## src/rtl/sn2bin_pkg.sv

```systemverilog
// Shared definitions for the stochastic-to-binary accumulator.
// Holds the default widths and the FSM state encoding used by sn2bin_acc.
package sn2bin_pkg;

  localparam int CNT_WIDTH_DEF = 8;
  localparam int WIN_WIDTH_DEF = 8;

  localparam logic [1:0] ST_IDLE  = 2'd0;
  localparam logic [1:0] ST_COUNT = 2'd1;
  localparam logic [1:0] ST_HOLD  = 2'd2;

  typedef enum logic [1:0] {
    IDLE  = ST_IDLE,
    COUNT = ST_COUNT,
    HOLD  = ST_HOLD
  } state_t;

endpackage

```

## src/rtl/sn2bin_acc_if.sv

```systemverilog
// Bus between the stochastic source / result consumer and sn2bin_acc.
//   start, win_len      : conversion request and window length (0 = 2^WIN_WIDTH)
//   sn_in, sn_valid     : stochastic bit and its qualifier
//   busy, bin_out, sat  : status and result
//   bin_valid, bin_ready: result handshake
// master = environment side, slave = converter side.
interface sn2bin_acc_if
  import sn2bin_pkg::*;
#(
  parameter int CNT_WIDTH = CNT_WIDTH_DEF,
  parameter int WIN_WIDTH = WIN_WIDTH_DEF
) ();

  logic                 start;
  logic [WIN_WIDTH-1:0] win_len;
  logic                 sn_in;
  logic                 sn_valid;
  logic                 busy;
  logic [CNT_WIDTH-1:0] bin_out;
  logic                 bin_valid;
  logic                 bin_ready;
  logic                 sat;

  modport master (
    output start, win_len, sn_in, sn_valid, bin_ready,
    input  busy, bin_out, bin_valid, sat
  );

  modport slave (
    input  start, win_len, sn_in, sn_valid, bin_ready,
    output busy, bin_out, bin_valid, sat
  );

endinterface

```

## src/rtl/sn2bin_win_ctr.sv

```systemverilog
// Window down-counter for sn2bin_acc.
// One bit wider than win_len so a full 2^WIN_WIDTH window fits.
// Ports: clk, rst (async, active-high), load/load_val (reload),
//        dec (decrement enable), last (count == 1, combinational).
module sn2bin_win_ctr
  import sn2bin_pkg::*;
#(
  parameter int WIN_WIDTH = WIN_WIDTH_DEF
) (
  input  logic               clk,
  input  logic               rst,
  input  logic               load,
  input  logic [WIN_WIDTH:0] load_val,
  input  logic               dec,
  output logic               last
);

  logic [WIN_WIDTH:0] count;

  // Load takes priority over decrement; the counter never wraps below zero.
  always_ff @(posedge clk or posedge rst) begin
    if (rst) begin
      count <= '0;
    end else if (load) begin
      count <= load_val;
    end else if (dec && (count != '0)) begin
      count <= count - (WIN_WIDTH + 1)'(1);
    end else begin
      count <= count;
    end
  end

  assign last = (count == (WIN_WIDTH + 1)'(1));

endmodule

```

## src/rtl/sn2bin_acc.sv

```systemverilog
// Stochastic-to-binary converter: counts ones of a serial stochastic
// bitstream over a window of valid samples, then presents the saturating
// count with a valid/ready handshake.
// Ports: clk, rst (async, active-high), bus (sn2bin_acc_if.slave) carrying
//        start/win_len, sn_in/sn_valid, busy, bin_out/bin_valid/bin_ready, sat.
module sn2bin_acc
  import sn2bin_pkg::*;
#(
  parameter int CNT_WIDTH = CNT_WIDTH_DEF,
  parameter int WIN_WIDTH = WIN_WIDTH_DEF
) (
  input  logic         clk,
  input  logic         rst,
  sn2bin_acc_if.slave  bus
);

  state_t               state;
  logic [CNT_WIDTH-1:0] ones;
  logic [CNT_WIDTH-1:0] ones_next;
  logic [CNT_WIDTH-1:0] result;
  logic                 result_valid;
  logic                 busy_reg;
  logic                 sat_flag;

  logic                 handshake;
  logic                 start_acc;
  logic                 sample;
  logic                 inc;
  logic                 at_max;
  logic                 last;
  logic [WIN_WIDTH:0]   load_val;

  // In HOLD bin_valid is always high, so bin_ready alone completes the transfer.
  assign handshake = (state == HOLD) && bus.bin_ready;
  assign start_acc = bus.start && ((state == IDLE) || handshake);
  assign sample    = (state == COUNT) && bus.sn_valid;
  assign inc       = sample && bus.sn_in;
  assign at_max    = (ones == {CNT_WIDTH{1'b1}});

  // A zero window length selects the full 2^WIN_WIDTH window.
  always_comb begin
    load_val = '0;
    if (bus.win_len == '0) begin
      load_val = {1'b1, {WIN_WIDTH{1'b0}}};
    end else begin
      load_val = {1'b0, bus.win_len};
    end
  end

  // Saturating ones count including the current sample.
  always_comb begin
    ones_next = ones;
    if (inc && !at_max) begin
      ones_next = ones + CNT_WIDTH'(1);
    end else begin
      ones_next = ones;
    end
  end

  sn2bin_win_ctr #(
    .WIN_WIDTH (WIN_WIDTH)
  ) u_win_ctr (
    .clk      (clk),
    .rst      (rst),
    .load     (start_acc),
    .load_val (load_val),
    .dec      (sample),
    .last     (last)
  );

  // Conversion FSM with the ones counter and registered outputs.
  always_ff @(posedge clk or posedge rst) begin
    if (rst) begin
      state        <= IDLE;
      ones         <= '0;
      result       <= '0;
      result_valid <= 1'b0;
      busy_reg     <= 1'b0;
      sat_flag     <= 1'b0;
    end else begin
      case (state)
        IDLE: begin
          if (bus.start) begin
            state    <= COUNT;
            ones     <= '0;
            sat_flag <= 1'b0;
            busy_reg <= 1'b1;
          end
        end
        COUNT: begin
          if (sample) begin
            ones <= ones_next;
            // sat is sticky: an increment attempted at full scale is lost.
            if (inc && at_max) begin
              sat_flag <= 1'b1;
            end
            if (last) begin
              result       <= ones_next;
              result_valid <= 1'b1;
              state        <= HOLD;
            end
          end
        end
        HOLD: begin
          if (bus.bin_ready) begin
            result_valid <= 1'b0;
            // Back-to-back start keeps busy high and skips IDLE.
            if (bus.start) begin
              state    <= COUNT;
              ones     <= '0;
              sat_flag <= 1'b0;
            end else begin
              state    <= IDLE;
              busy_reg <= 1'b0;
            end
          end
        end
        default: begin
          state        <= IDLE;
          result_valid <= 1'b0;
          busy_reg     <= 1'b0;
        end
      endcase
    end
  end

  assign bus.busy      = busy_reg;
  assign bus.bin_out   = result;
  assign bus.bin_valid = result_valid;
  assign bus.sat       = sat_flag;

endmodule

```

## src/flat_wrapper.sv

```systemverilog
// flat-port wrapper written by rule: the top's interface ports become plain ports
module sn2bin_acc_flat import sn2bin_pkg::*;
#(
  parameter int CNT_WIDTH = CNT_WIDTH_DEF,
  parameter int WIN_WIDTH = WIN_WIDTH_DEF
)
  (clk, rst, bus_start, bus_win_len, bus_sn_in, bus_sn_valid, bus_bin_ready, bus_busy, bus_bin_out, bus_bin_valid, bus_sat);
  sn2bin_acc_if #(.CNT_WIDTH(CNT_WIDTH), .WIN_WIDTH(WIN_WIDTH)) bus_i ();
  input  logic clk;
  input  logic rst;
  input wire logic [$bits(bus_i.start)-1:0] bus_start;
  input wire logic [$bits(bus_i.win_len)-1:0] bus_win_len;
  input wire logic [$bits(bus_i.sn_in)-1:0] bus_sn_in;
  input wire logic [$bits(bus_i.sn_valid)-1:0] bus_sn_valid;
  input wire logic [$bits(bus_i.bin_ready)-1:0] bus_bin_ready;
  output wire logic [$bits(bus_i.busy)-1:0] bus_busy;
  output wire logic [$bits(bus_i.bin_out)-1:0] bus_bin_out;
  output wire logic [$bits(bus_i.bin_valid)-1:0] bus_bin_valid;
  output wire logic [$bits(bus_i.sat)-1:0] bus_sat;
  assign bus_i.start = bus_start;
  assign bus_i.win_len = bus_win_len;
  assign bus_i.sn_in = bus_sn_in;
  assign bus_i.sn_valid = bus_sn_valid;
  assign bus_i.bin_ready = bus_bin_ready;
  assign bus_busy = bus_i.busy;
  assign bus_bin_out = bus_i.bin_out;
  assign bus_bin_valid = bus_i.bin_valid;
  assign bus_sat = bus_i.sat;
  sn2bin_acc #(.CNT_WIDTH(CNT_WIDTH), .WIN_WIDTH(WIN_WIDTH)) u_core (.clk(clk), .rst(rst), .bus(bus_i));
endmodule
```

## config.mk

```make
export PLATFORM = sky130hd
export DESIGN_NAME = sn2bin_acc_flat
export DESIGN_NICKNAME = d
export VERILOG_FILES = /design/src/rtl/sn2bin_pkg.sv /design/src/rtl/sn2bin_acc_if.sv /design/src/rtl/sn2bin_win_ctr.sv /design/src/rtl/sn2bin_acc.sv /design/src/flat_wrapper.sv
export SDC_FILE = /design/constraint.sdc
export NUM_CORES = 1
export LEC_CHECK = 0
export BUFFER_PORTS_ARGS = -buffer_cell sky130_fd_sc_hd__buf_2
export CAP_MARGIN = 15
export CORE_MARGIN = 1.5
export CORE_UTILIZATION = 40
export CTS_BUF_LIST = sky130_fd_sc_hd__clkbuf_8 sky130_fd_sc_hd__clkbuf_16
export CTS_CLUSTER_DIAMETER = 40
export CTS_CLUSTER_SIZE = 16
export DETAILED_ROUTE_END_ITERATION = 8
export PLACE_DENSITY_LB_ADDON = 0.08
export SYNTH_ARGS = -nofsm -noshare
export SYNTH_HDL_FRONTEND = slang
export SYNTH_SLANG_ARGS = --single-unit
```

## constraint.sdc

```tcl
create_clock -name clk -period 1.8 [get_ports clk]
set_input_delay 0.36 -clock clk [delete_from_list [all_inputs] [get_ports clk]]
set_output_delay 0.36 -clock clk [all_outputs]
set_load 0.005 [all_outputs]
```

==> flow_summary.rst, run 1 <==
.. list-table::
   :header-rows: 1

   * - Metric
     - Value
   * - Slowest CP cell
     - sky130_fd_sc_hd__or4b_4
   * - Number of nets in the layout
     - 239
   * - Shortest period the worst path allows
     - 1.81 ns
   * - Worst Path Arrival
     - 1.98 ns
   * - Violated checks
     - setup timing
   * - Total GRT Usage
     - 20.4%
   * - Net switching fraction of the power
     - 37.1%
   * - Die height
     - 67.0 um
   * - Post-synthesis average cell area
     - 9.54 sq um
   * - Post-synth top flop
     - sky130_fd_sc_hd__dfrtp_1
   * - Reg power frac
     - 37.8%
   * - TritonCTS Sinks
     - 30
   * - Initial DRC count
     - 76
   * - Antenna cells
     - 0
   * - Number of hold buffers added after cts
     - 0
   * - Number of buffers created by CTS
     - 5
   * - Longest Clk Path Bufs
     - 2
   * - Critical path, cell by cell
     - inv_2 -> ha_4 -> or4b_4 -> o2111ai_4 -> nor2_1 -> a221o_1
   * - Final slew viol count
     - 0
   * - Critical path peak fanout
     - 6
   * - EDFF count, synth
     - 0
   * - Root buf cell
     - sky130_fd_sc_hd__clkbuf_8
   * - Worst Slack Setup Final
     - -0.0129 ns
   * - Clock power frac
     - 20.0%
   * - Synthesized area
     - 1640 sq um
   * - Sum of net half-perimeters after detailed placement
     - 3.08 mm
   * - Clock latency on the worst-skew pair
     - 0.28 ns
   * - Number of antenna violations at the first check in global routing
     - 0
   * - Number of distinct standard cells referenced by the synthesized netlist
     - 48
   * - Port bufs
     - 24
   * - Per-cell routed wire length
     - 15.3 um
   * - Leakage power
     - 0.983 nW
   * - Final Cycle Share
     - 101%
   * - MaxCap Viol Count
     - 0
   * - Vias per cell
     - 5.63
   * - Vias after detailed routing
     - 1537
   * - IR Drop Worst-Case VDD
     - 0.000558 V
   * - Instance count of the mapped netlist
     - 172
   * - CTS tree
     - done
   * - Total internal power
     - 0.00179 W
   * - Required @ worst endpoint
     - 1.97 ns
   * - Post-Layout Cell Count
     - 273
   * - Fraction of layout instances using a drive strength above 1
     - 32.3%
   * - Sequential fraction of the synthesis area
     - 45.8%
   * - Number of H-tree levels
     - 2
   * - Critical path endpoint category
     - flop
   * - Core Box Area
     - 3970 sq um
   * - Routability-driven placement congestion ratio
     - 0.903
   * - Gr ovfl total
     - 0
   * - Path category of the worst min-delay check
     - primary input to async pin
   * - Number of placed instances, taps included
     - 261
   * - DIE AREA
     - 4490 sq um
   * - Nets in the synthesized netlist
     - 189
   * - Setup violators final
     - 1
   * - Area Overhead vs Synth
     - 29.0%
   * - Number of flip-flops under the largest register name
     - 9
   * - Pin count of the biggest net entering global routing
     - 31
   * - Power density over the cells
     - 1340 nW/um^2
   * - Combinational cell fraction of total power
     - 42.2%
   * - Result of the run
     - complete, but fails checks
   * - Warnings, synthesis
     - 0
   * - # rows
     - 23
   * - Boundary pin count
     - 25
   * - Switch Pwr
     - 0.00105 W
   * - Async S/R FF share, synth
     - 100%
   * - Wire length of the first global-routing pass
     - 6.78 mm
   * - Sum of routed wire length over all layers
     - 4.18 mm
   * - Highest clock rate
     - 552 MHz
   * - Initial core utilization
     - 41.3%
   * - Highest cell delay on the worst timing path
     - 0.52 ns
   * - Final Power
     - 0.00284 W
   * - Number of global-route vias before repair
     - 1443
   * - Number of hold-slack violations in the final timing report
     - 0
   * - Largest register by flop count
     - u_core.u_win_ctr.count
   * - Startpoint type of the worst setup path
     - flop
   * - Worst rel slew slack
     - 73.2%
   * - Total DRC errors in the routed layout
     - 0
   * - CTS clk-pin slew, worst paths
     - 0.07 ns
   * - Die span in x
     - 67.0 um
   * - Type of the setup path with the least slack
     - flop to flop
   * - Setup repair after global routing missed its margin
     - yes
   * - Detailed-routing iteration count for the pre-antenna-repair pass
     - 4
   * - Final ANT Viol Nets
     - 0
   * - Number of synthesized register bits
     - 30
   * - Clock skew
     - 0.00779 ns
   * - Least-Margin Pin Slew
     - 0.399 ns
==> Yosys cell counts (3+ instances only) <==
cell type,n,area share [%]
sky130_fd_sc_hd__nand3b_1,3,1.4
sky130_fd_sc_hd__nor3_1,3,0.92
sky130_fd_sc_hd__clkbuf_1,3,0.69
sky130_fd_sc_hd__nand2_1,13,3.0
sky130_fd_sc_hd__a221o_1,4,2.4
sky130_fd_sc_hd__and3_1,3,1.1
sky130_fd_sc_hd__inv_1,6,1.4
sky130_fd_sc_hd__o21ai_0,9,2.7
sky130_fd_sc_hd__nand4_1,3,1.1
sky130_fd_sc_hd__dfrtp_1,30,46
sky130_fd_sc_hd__ha_1,3,2.3
sky130_fd_sc_hd__a31oi_1,5,1.9
sky130_fd_sc_hd__nor2_1,18,4.1
sky130_fd_sc_hd__nor4_1,3,1.1
sky130_fd_sc_hd__nand3_1,10,3.1
sky130_fd_sc_hd__xnor2_1,3,1.6
sky130_fd_sc_hd__a21oi_1,11,3.4
sky130_fd_sc_hd__a211oi_1,3,1.4
==> through the flow <==
stage	setup WS (ns)	hold WS [ns]	utilization, %	setup TNS, ns	area [sq um]
2_1_floorplan	0.000634	0.451	-	0	1650
6_report	-0.0129	0.153	53.3	-0.0129	2120
4_1_cts	-0.00415	0.158	51.7	-0.0124	2050
3_5_place_dp	0.00468	0.463	49.3	0	1960
3_3_place_gp	0.0533	0.457	49.3	0	1960
5_1_grt	-0.0332	0.166	53.3	-0.0801	2120
==> final timing paths <==
check / end / startpoint / slack (ns) / depth (start not counted)
worst max-delay path: u_core.u_win_ctr.count[7] / u_core.u_win_ctr.count[1] / -0.01 / 6
worst min-delay path: u_core.u_win_ctr.count[1] / rst / 0.15 / 3
worst max register to register: u_core.u_win_ctr.count[7] / u_core.u_win_ctr.count[1] / -0.01 / 6
worst min register to register: u_core.bus.bin_out[5] / u_core.bus.bin_out[5] / 0.50 / 1
max in group asynchronous: u_core.bus.bin_out[7] / rst / 1.36 / 3
min in group clk: u_core.u_win_ctr.count[2] / bus_win_len[2] / 0.31 / 3
==> power groups by stage <==
stage	logic (W)	registers [W]	clock network [W]
6_report	0.00120	0.00107	0.000567
5_1_grt	0.00133	0.00110	0.000626
4_1_cts	0.00106	0.00106	0.000584
3_5_place_dp	0.00105	0.00107	0
3_3_place_gp	0.00102	0.00106	0
2_1_floorplan	0.000582	0.00107	0
==> layer usage <==
metal  global-route usage (%)  vias to the layer above  wire (um)
met4                     7.14                        0         63
met5                        0                        -          0
met1                     24.6                      742       1790
met3                     5.07                       11        155
li1                         -                      750          -
met2                     35.0                       34       2170
==> cell families (layout without fill, tap and decap cells) <==
group,after synthesis,count (layout),synth area share (%)
adders and majority gates,3,3,2.29
buffers and inverters,13,64,3.58
xor gates and xnor gates,4,4,2.14
AOI/OAI and AO/OA,48,48,19.5
and+or+nand+nor,69,69,23.2
muxes,5,5,3.51
DFF,30,30,45.8
==> final cells by class <==
class | instances | area [sq um]
sequential | 30 | 751
fill | 388 | 1860
clock inverter | 2 | 12.5
inverter | 6 | 22.5
timing repair buffer | 50 | 315
tap | 50 | 62.6
clock buffer | 6 | 82.6
multi-input combinational | 129 | 870
==> worst max-delay path, delay by kind of cell, from the launching register on <==
kind            cells  cell delay (ns)
flops               1             0.40
compound gates      2             0.48
fa+ha+maj           1             0.13
simple gates        2             0.59
buf+inv             1             0.09
==> placed cells by master (no fill, tap or decap), types with 3 or more instances in the layout <==
master                      n
sky130_fd_sc_hd__nor2_1    18
sky130_fd_sc_hd__a21oi_1   11
sky130_fd_sc_hd__nor4_1     3
sky130_fd_sc_hd__buf_2     24
sky130_fd_sc_hd__nand3b_1   3
sky130_fd_sc_hd__clkbuf_8   6
sky130_fd_sc_hd__nand3_1   10
sky130_fd_sc_hd__o21ai_0    7
sky130_fd_sc_hd__nand2_1   13
sky130_fd_sc_hd__and3_1     3
sky130_fd_sc_hd__dfrtp_1   30
sky130_fd_sc_hd__nand4_1    3
sky130_fd_sc_hd__nor3_1     3
sky130_fd_sc_hd__a211oi_1   3
sky130_fd_sc_hd__xnor2_1    3
sky130_fd_sc_hd__buf_4     26
sky130_fd_sc_hd__o21ai_1    3
sky130_fd_sc_hd__inv_1      4
sky130_fd_sc_hd__a221o_1    4
sky130_fd_sc_hd__a31oi_1    5
==> timing repair <==
action / CTS / global route
resized for setup: 0 / 11
pin swaps: 0 / 3
endpoints found under the setup margin: 4 / 12
buffers inserted: 0 / 4
No activity file was read; power rests on OpenSTA's default activity.
==> inputs of run 2 (changes only) <==
- SETUP_SLACK_MARGIN: default -> 0.5
- clock period: 1.8 -> 2.2 ns (I/O delays scaled with it)
==> run 2 against run 1 <==
The flow now finishes without violations. Die area stayed put. Cell count is 4.8% lower. Sequential cell count stayed put. Clock-buffer cell count stayed put. Sequential power is 12% lower. Non-clock buffer count is 13 lower. Critical path type unchanged.
==> flow_summary.rst, run 2 (synthesized netlist as in run 1, its figures left out) <==
.. list-table::
   :header-rows: 1

   * - Metric
     - Value
   * - Final slew viol count
     - 0 (unchanged)
   * - Antenna cells
     - 0 (unchanged)
   * - DIE AREA
     - 4490 sq um (unchanged)
   * - Clock latency on the worst-skew pair
     - 0.28 ns (about the same)
   * - IR Drop Worst-Case VDD
     - 0.000522 V (was 0.000558 V)
   * - Path category of the worst min-delay check
     - primary input to async pin (unchanged)
   * - Power density over the cells
     - 1090 nW/um^2 (was 1340 nW/um^2)
   * - Post-route core utilization
     - 52.5% (was 53.3%)
   * - Sum of routed wire length over all layers
     - 3.96 mm (was 4.18 mm)
   * - Initial core utilization
     - 41.3% (unchanged)
   * - Most common library cell in the layout ignoring fill and taps
     - sky130_fd_sc_hd__dfrtp_1 (unchanged)
   * - # rows
     - 23 (unchanged)
   * - Number of hold buffers added after cts
     - 0 (unchanged)
   * - Final Cycle Share
     - 80.4% (was 101%)
   * - Most frequent cells in the layout
     - sky130_fd_sc_hd__dfrtp_1, sky130_fd_sc_hd__buf_2, sky130_fd_sc_hd__nor2_1 (was sky130_fd_sc_hd__dfrtp_1, sky130_fd_sc_hd__buf_4, sky130_fd_sc_hd__buf_2)
   * - Number of H-tree levels
     - 2 (unchanged)
   * - Met2 capacity usage during global routing
     - 28.3% (was 35.0%)
   * - Number of antenna violations at the first check in global routing
     - 0 (unchanged)
   * - Worst rel slew slack
     - 74.5% (was 73.2%)
   * - Port bufs
     - 24 (unchanged)
   * - Number of nets in the layout
     - 226 (was 239)
   * - Most crowded layer after global routing
     - met1 (was met2)
   * - Number of hold-slack violations in the final timing report
     - 0 (unchanged)
   * - Least-Margin Pin Slew
     - 0.383 ns (was 0.399 ns)
   * - Longest Clk Path Bufs
     - 2 (unchanged)
   * - Fraction of layout instances using a drive strength above 1
     - 32.9% (was 32.3%)
   * - Critical path, cell by cell
     - inv_2 -> ha_4 -> or4b_4 -> o21ai_4 -> nor2_1 -> a221o_1 (was inv_2 -> ha_4 -> or4b_4 -> o2111ai_4 -> nor2_1 -> a221o_1)
   * - Critical path peak fanout
     - 6 (unchanged)
   * - Boundary pin count
     - 25 (unchanged)
   * - Number of buffers created by CTS
     - 5 (unchanged)
   * - CTS clk-pin slew, worst paths
     - 0.07 ns (about the same)
   * - Worst Path Arrival
     - 1.92 ns (was 1.98 ns)
   * - Die span in x
     - 67.0 um (unchanged)
   * - Routability-driven placement congestion ratio
     - 0.838 (was 0.903)
   * - CTS tree
     - done (unchanged)
   * - Register area
     - 754 sq um (was 751 sq um)
   * - Global-route track usage on met1
     - 28.8% (was 24.6%)
   * - Final ANT Viol Nets
     - 0 (unchanged)
   * - Met3 global-route usage
     - 5.24% (was 5.07%)
   * - Pin count of the biggest net entering global routing
     - 22 (was 31)
   * - Largest register by flop count
     - u_core.u_win_ctr.count (unchanged)
   * - Area taken by multi-input logic gates
     - 931 sq um (was 870 sq um)
   * - Startpoint type of the worst setup path
     - flop (unchanged)
   * - Leakage power
     - 0.925 nW (was 0.983 nW)
   * - Highest clock rate
     - 565 MHz (was 552 MHz)
   * - Number of flip-flops under the largest register name
     - 9 (unchanged)
   * - Slowest CP cell
     - sky130_fd_sc_hd__or4b_4 (unchanged)
   * - Setup repair after global routing missed its margin
     - yes (unchanged)
   * - Core Box Area
     - 3970 sq um (unchanged)
   * - Gr ovfl total
     - 0 (unchanged)
   * - Setup_tns
     - 0 ns (was -0.0129 ns)
   * - Setup violators final
     - 0 (was 1)
   * - Wire length of the first global-routing pass
     - 6.67 mm (was 6.78 mm)
   * - Vias per cell
     - 5.68 (was 5.63)
   * - Post-Place Setup Slack
     - 0.356 ns (was 0.00468 ns)
   * - Number of global-route vias before repair
     - 1341 (was 1443)
   * - Detailed-routing iteration count for the pre-antenna-repair pass
     - 4 (unchanged)
   * - Vias after detailed routing
     - 1476 (was 1537)
   * - Shortest period the worst path allows
     - 1.77 ns (was 1.81 ns)
   * - Worst Slack Setup Final
     - 0.431 ns (was -0.0129 ns)
   * - Critical path endpoint category
     - flop (unchanged)
   * - Root buf cell
     - sky130_fd_sc_hd__clkbuf_8 (unchanged)
   * - Total DRC errors in the routed layout
     - 0 (unchanged)
   * - Highest cell delay on the worst timing path
     - 0.52 ns (about the same)
   * - TritonCTS Sinks
     - 30 (unchanged)
   * - Clock skew
     - 0.00608 ns (was 0.00779 ns)
   * - Worst R2R Path Depth
     - 6 (unchanged)
   * - Type of the setup path with the least slack
     - flop to flop (unchanged)
   * - Filler Cells Inserted
     - 365 (was 388)
   * - Final-layout worst hold slack
     - 0.129 ns (was 0.153 ns)
   * - Final Power
     - 0.00227 W (was 0.00284 W)
   * - Area Overhead vs Synth
     - 27.0% (was 29.0%)
   * - Total GRT Usage
     - 20.1% (was 20.4%)
   * - Required @ worst endpoint
     - 2.35 ns (was 1.97 ns)
   * - MaxCap Viol Count
     - 0 (unchanged)
   * - Per-cell routed wire length
     - 15.2 um (was 15.3 um)
   * - Sum of net half-perimeters after detailed placement
     - 2.73 mm (was 3.08 mm)
   * - Result of the run
     - finished, final reports clean (was complete, but fails checks)
   * - Initial DRC count
     - 100 (was 76)
   * - Die height
     - 67.0 um (unchanged)
## run 2: critical path, delay by kind of cell, from the launching register on
family                   cells  cell delay, ns
AND/OR/NAND/NOR              2            0.58
adder cells (fa/ha/maj)      1            0.12
flip-flops                   1            0.39
AO/OA/AOI/OAI                2            0.48
buffers and inverters        1            0.08
## run 2: timing repair
action                                  CTS  global route
endpoints found under the hold margin     0             0
resized for setup                        12            11
buffers inserted                          6             1
pin swaps                                 4             6
endpoints found under the setup margin   17            19
## run 2: cell type report
class,instances,share of cell area [%]
inverters,6,1.08
flip-flops and latches,30,36.2
well taps,50,3.00
multi-input cells,129,44.7
clock inverters,2,0.420
clock buffers,6,3.96
repair buffers,37,10.6
## run 2: worst paths after layout
path,start,to,slack (ns)
min in group clk,bus_win_len[5],u_core.u_win_ctr.count[5],0.39
setup reg to reg,u_core.u_win_ctr.count[1],u_core.u_win_ctr.count[1],0.43
hold reg to reg,u_core.bus.bin_out[5],u_core.bus.bin_out[5],0.49
hold / removal,rst,u_core.u_win_ctr.count[8],0.13
setup / recovery,u_core.u_win_ctr.count[1],u_core.u_win_ctr.count[1],0.43
max in group asynchronous,rst,u_core.ones[0],1.43
## run 2: power breakdown
group / internal, W / switching [W]
sequential: 0.000715 / 0.000224
clock: 0.000247 / 0.000206
combinational: 0.000438 / 0.000443
total: 0.00140 / 0.000873
## run 2: stage by stage
| stage | instances | area, sq um |
|---|---|---|
| after floorplan | 172 | 1660 |
| after global placement | 245 | 1850 |
| after detailed placement | 245 | 1850 |
| after CTS | 259 | 2040 |
| after global routing | 260 | 2080 |
| final | 260 | 2080 |
## run 2: routing by layer
metal | vias to the layer above | part of all wire [%]
met5 | - | 0
met2 | 46 | 44
met3 | 12 | 5.6
met4 | 0 | 2.3
met1 | 702 | 48
li1 | 716 | -
==> inputs of run 3 (changes only) <==
- clock period: 2.2 -> 1.8 ns (I/O delays scaled with it)
==> run 3 against run 2 <==
Largest cell class unchanged. Worst setup slack worse by 0.41 ns. Sequential power grew 16%. Die area unchanged. Cell count is 10% higher. Clock power is 49% higher. Sequential share of layout area shrank 6.3 points. Critical path depth is the same. Clock-buffer cell count down 1. Register-to-register slack worse by 0.41 ns. Final area rose by 22%.
==> flow_summary.rst, run 3 (synthesized netlist as in run 1, its figures left out) <==
.. list-table::
   :header-rows: 1

   * - Metric
     - Value
   * - Result of the run
     - finished, final reports clean (unchanged)
   * - Sum of routed wire length over all layers
     - 4.61 mm (was 3.96 mm)
   * - Most frequent cells in the layout
     - sky130_fd_sc_hd__buf_4, sky130_fd_sc_hd__buf_2, sky130_fd_sc_hd__dfrtp_1 (was sky130_fd_sc_hd__dfrtp_1, sky130_fd_sc_hd__buf_2, sky130_fd_sc_hd__nor2_1)
   * - Vias after detailed routing
     - 1613 (was 1476)
   * - Area taken by multi-input logic gates
     - 1110 sq um (was 931 sq um)
   * - Setup repair after global routing missed its margin
     - yes (unchanged)
   * - Leakage power
     - 1.10 nW (was 0.925 nW)
   * - Total GRT Usage
     - 22.3% (was 20.1%)
   * - Highest clock rate
     - 561 MHz (was 565 MHz)
   * - Number of antenna violations at the first check in global routing
     - 0 (unchanged)
   * - Number of hold-slack violations in the final timing report
     - 0 (unchanged)
   * - Gr ovfl total
     - 0 (unchanged)
   * - DIE AREA
     - 4490 sq um (unchanged)
   * - Die span in x
     - 67.0 um (unchanged)
   * - Initial core utilization
     - 41.3% (unchanged)
   * - Setup_tns
     - 0 ns (unchanged)
   * - Number of global-route vias before repair
     - 1614 (was 1341)
   * - Core Box Area
     - 3970 sq um (unchanged)
   * - Longest Clk Path Bufs
     - 2 (unchanged)
   * - Startpoint type of the worst setup path
     - flop (unchanged)
   * - CTS clk-pin slew, worst paths
     - 0.07 ns (about the same)
   * - Pin count of the biggest net entering global routing
     - 31 (was 22)
   * - Initial DRC count
     - 112 (was 100)
   * - Die height
     - 67.0 um (unchanged)
   * - Clock skew
     - 0.00570 ns (was 0.00608 ns)
   * - Final Cycle Share
     - 99.0% (was 80.4%)
   * - Antenna cells
     - 0 (unchanged)
   * - Largest register by flop count
     - u_core.u_win_ctr.count (unchanged)
   * - Area Overhead vs Synth
     - 55.2% (was 27.0%)
   * - Per-cell routed wire length
     - 16.1 um (was 15.2 um)
   * - Root buf cell
     - sky130_fd_sc_hd__clkbuf_8 (unchanged)
   * - Fraction of layout instances using a drive strength above 1
     - 54.0% (was 32.9%)
   * - Detailed-routing iteration count for the pre-antenna-repair pass
     - 4 (unchanged)
   * - Final Instance Area
     - 2550 sq um (was 2080 sq um)
   * - Register area
     - 761 sq um (was 754 sq um)
   * - Filler Cells Inserted
     - 336 (was 365)
   * - # rows
     - 23 (unchanged)
   * - Final Power
     - 0.00332 W (was 0.00227 W)
   * - Critical path endpoint category
     - flop (unchanged)
   * - Worst Path Arrival
     - 1.95 ns (was 1.92 ns)
   * - Post-route core utilization
     - 64.1% (was 52.5%)
   * - Least-Margin Pin Slew
     - 0.388 ns (was 0.383 ns)
   * - Power density over the cells
     - 1310 nW/um^2 (was 1090 nW/um^2)
   * - Most common library cell in the layout ignoring fill and taps
     - sky130_fd_sc_hd__buf_4 (was sky130_fd_sc_hd__dfrtp_1)
   * - Number of buffers created by CTS
     - 5 (unchanged)
   * - TritonCTS Sinks
     - 30 (unchanged)
   * - Number of flip-flops under the largest register name
     - 9 (unchanged)
   * - Total DRC errors in the routed layout
     - 0 (unchanged)
   * - Setup violators final
     - 0 (unchanged)
   * - Boundary pin count
     - 25 (unchanged)
   * - Sum of net half-perimeters after detailed placement
     - 2.96 mm (was 2.73 mm)
   * - MaxCap Viol Count
     - 0 (unchanged)
   * - Vias per cell
     - 5.62 (was 5.68)
   * - Number of H-tree levels
     - 2 (unchanged)
   * - Shortest period the worst path allows
     - 1.78 ns (was 1.77 ns)
   * - Path category of the worst min-delay check
     - primary input to async pin (unchanged)
   * - Final slew viol count
     - 0 (unchanged)
   * - Type of the setup path with the least slack
     - flop to flop (unchanged)
   * - CTS tree
     - done (unchanged)
   * - Port bufs
     - 24 (unchanged)
   * - Clock latency on the worst-skew pair
     - 0.28 ns (about the same)
   * - Critical path peak fanout
     - 5 (was 6)
   * - Wire length of the first global-routing pass
     - 7.38 mm (was 6.67 mm)
   * - Final ANT Viol Nets
     - 0 (unchanged)
   * - Routability-driven placement congestion ratio
     - 0.920 (was 0.838)
   * - Worst rel slew slack
     - 74.2% (was 74.5%)
   * - Placement-stage cell area
     - 1990 sq um (was 1850 sq um)
   * - Worst R2R Path Depth
     - 6 (unchanged)
   * - IR Drop Worst-Case VDD
     - 0.000790 V (was 0.000522 V)
   * - Number of nets in the layout
     - 253 (was 226)
   * - Required @ worst endpoint
     - 1.97 ns (was 2.35 ns)
run 3: routing by layer:
| layer | GRT usage [%] | vias up | routed length [um] |
|---|---|---|---|
| met5 | 0 | - | 0 |
| met3 | 6.25 | 10 | 169 |
| met2 | 41.0 | 33 | 2490 |
| li1 | - | 772 | - |
| met4 | 8.67 | 0 | 94 |
| met1 | 23.9 | 798 | 1860 |
run 3: cell type report:
class | count | share of cell area [%]
Clock buffer | 5 | 2.70
Clock inverter | 3 | 1.57
Inverter | 6 | 1.08
Multi-Input combinational cell | 129 | 43.4
Tap cell | 50 | 2.46
Sequential cell | 30 | 29.9
Timing Repair Buffer | 64 | 18.9
run 3: timing repair:
| action | CTS | global route |
|---|---|---|
| resized for setup | 39 | 36 |
| pin swaps | 14 | 9 |
| setup buffers | 18 | 4 |
| setup endpoints to repair | 29 | 29 |
| hold buffers | 0 | 0 |
| cloned | 1 | 0 |
run 3: critical path, cell delays in order, from the launching register on:
cell                        delay (ns)
sky130_fd_sc_hd__dfrtp_1          0.39
sky130_fd_sc_hd__inv_2            0.09
sky130_fd_sc_hd__ha_4             0.13
sky130_fd_sc_hd__or4b_4           0.52
sky130_fd_sc_hd__o2111ai_4        0.22
sky130_fd_sc_hd__nor2_1           0.06
sky130_fd_sc_hd__a221o_1          0.25
run 3: path summary, 6_finish.rpt:
check,from,endpoint,slack [ns]
min in group clk,bus_win_len[5],u_core.u_win_ctr.count[5],0.31
worst max register to register,u_core.u_win_ctr.count[1],u_core.u_win_ctr.count[7],0.02
max in group asynchronous,rst,u_core.u_win_ctr.count[6],1.36
worst max-delay path,u_core.u_win_ctr.count[1],u_core.u_win_ctr.count[7],0.02
worst min register to register,u_core.bus.sat,u_core.bus.sat,0.50
worst min-delay path,rst,u_core.bus.bin_out[1],0.14
run 3: power breakdown:
part / internal, W / total, W / switching (W)
sequential: 0.000879 / 0.00109 / 0.000214
clock: 0.000407 / 0.000676 / 0.000269
combinational: 0.000816 / 0.00155 / 0.000738
total: 0.00210 / 0.00332 / 0.00122
run 3: through the flow:
stage | std cells | hold WS [ns] | worst slack (ns)
floorplan | 172 | 0.451 | 0.0425
CTS | 283 | 0.154 | 0.0511
detailed placement | 256 | 0.460 | 0.000646
global placement | 256 | 0.454 | 0.0363
global route | 287 | 0.179 | -0.0485
finish | 287 | 0.143 | 0.0183
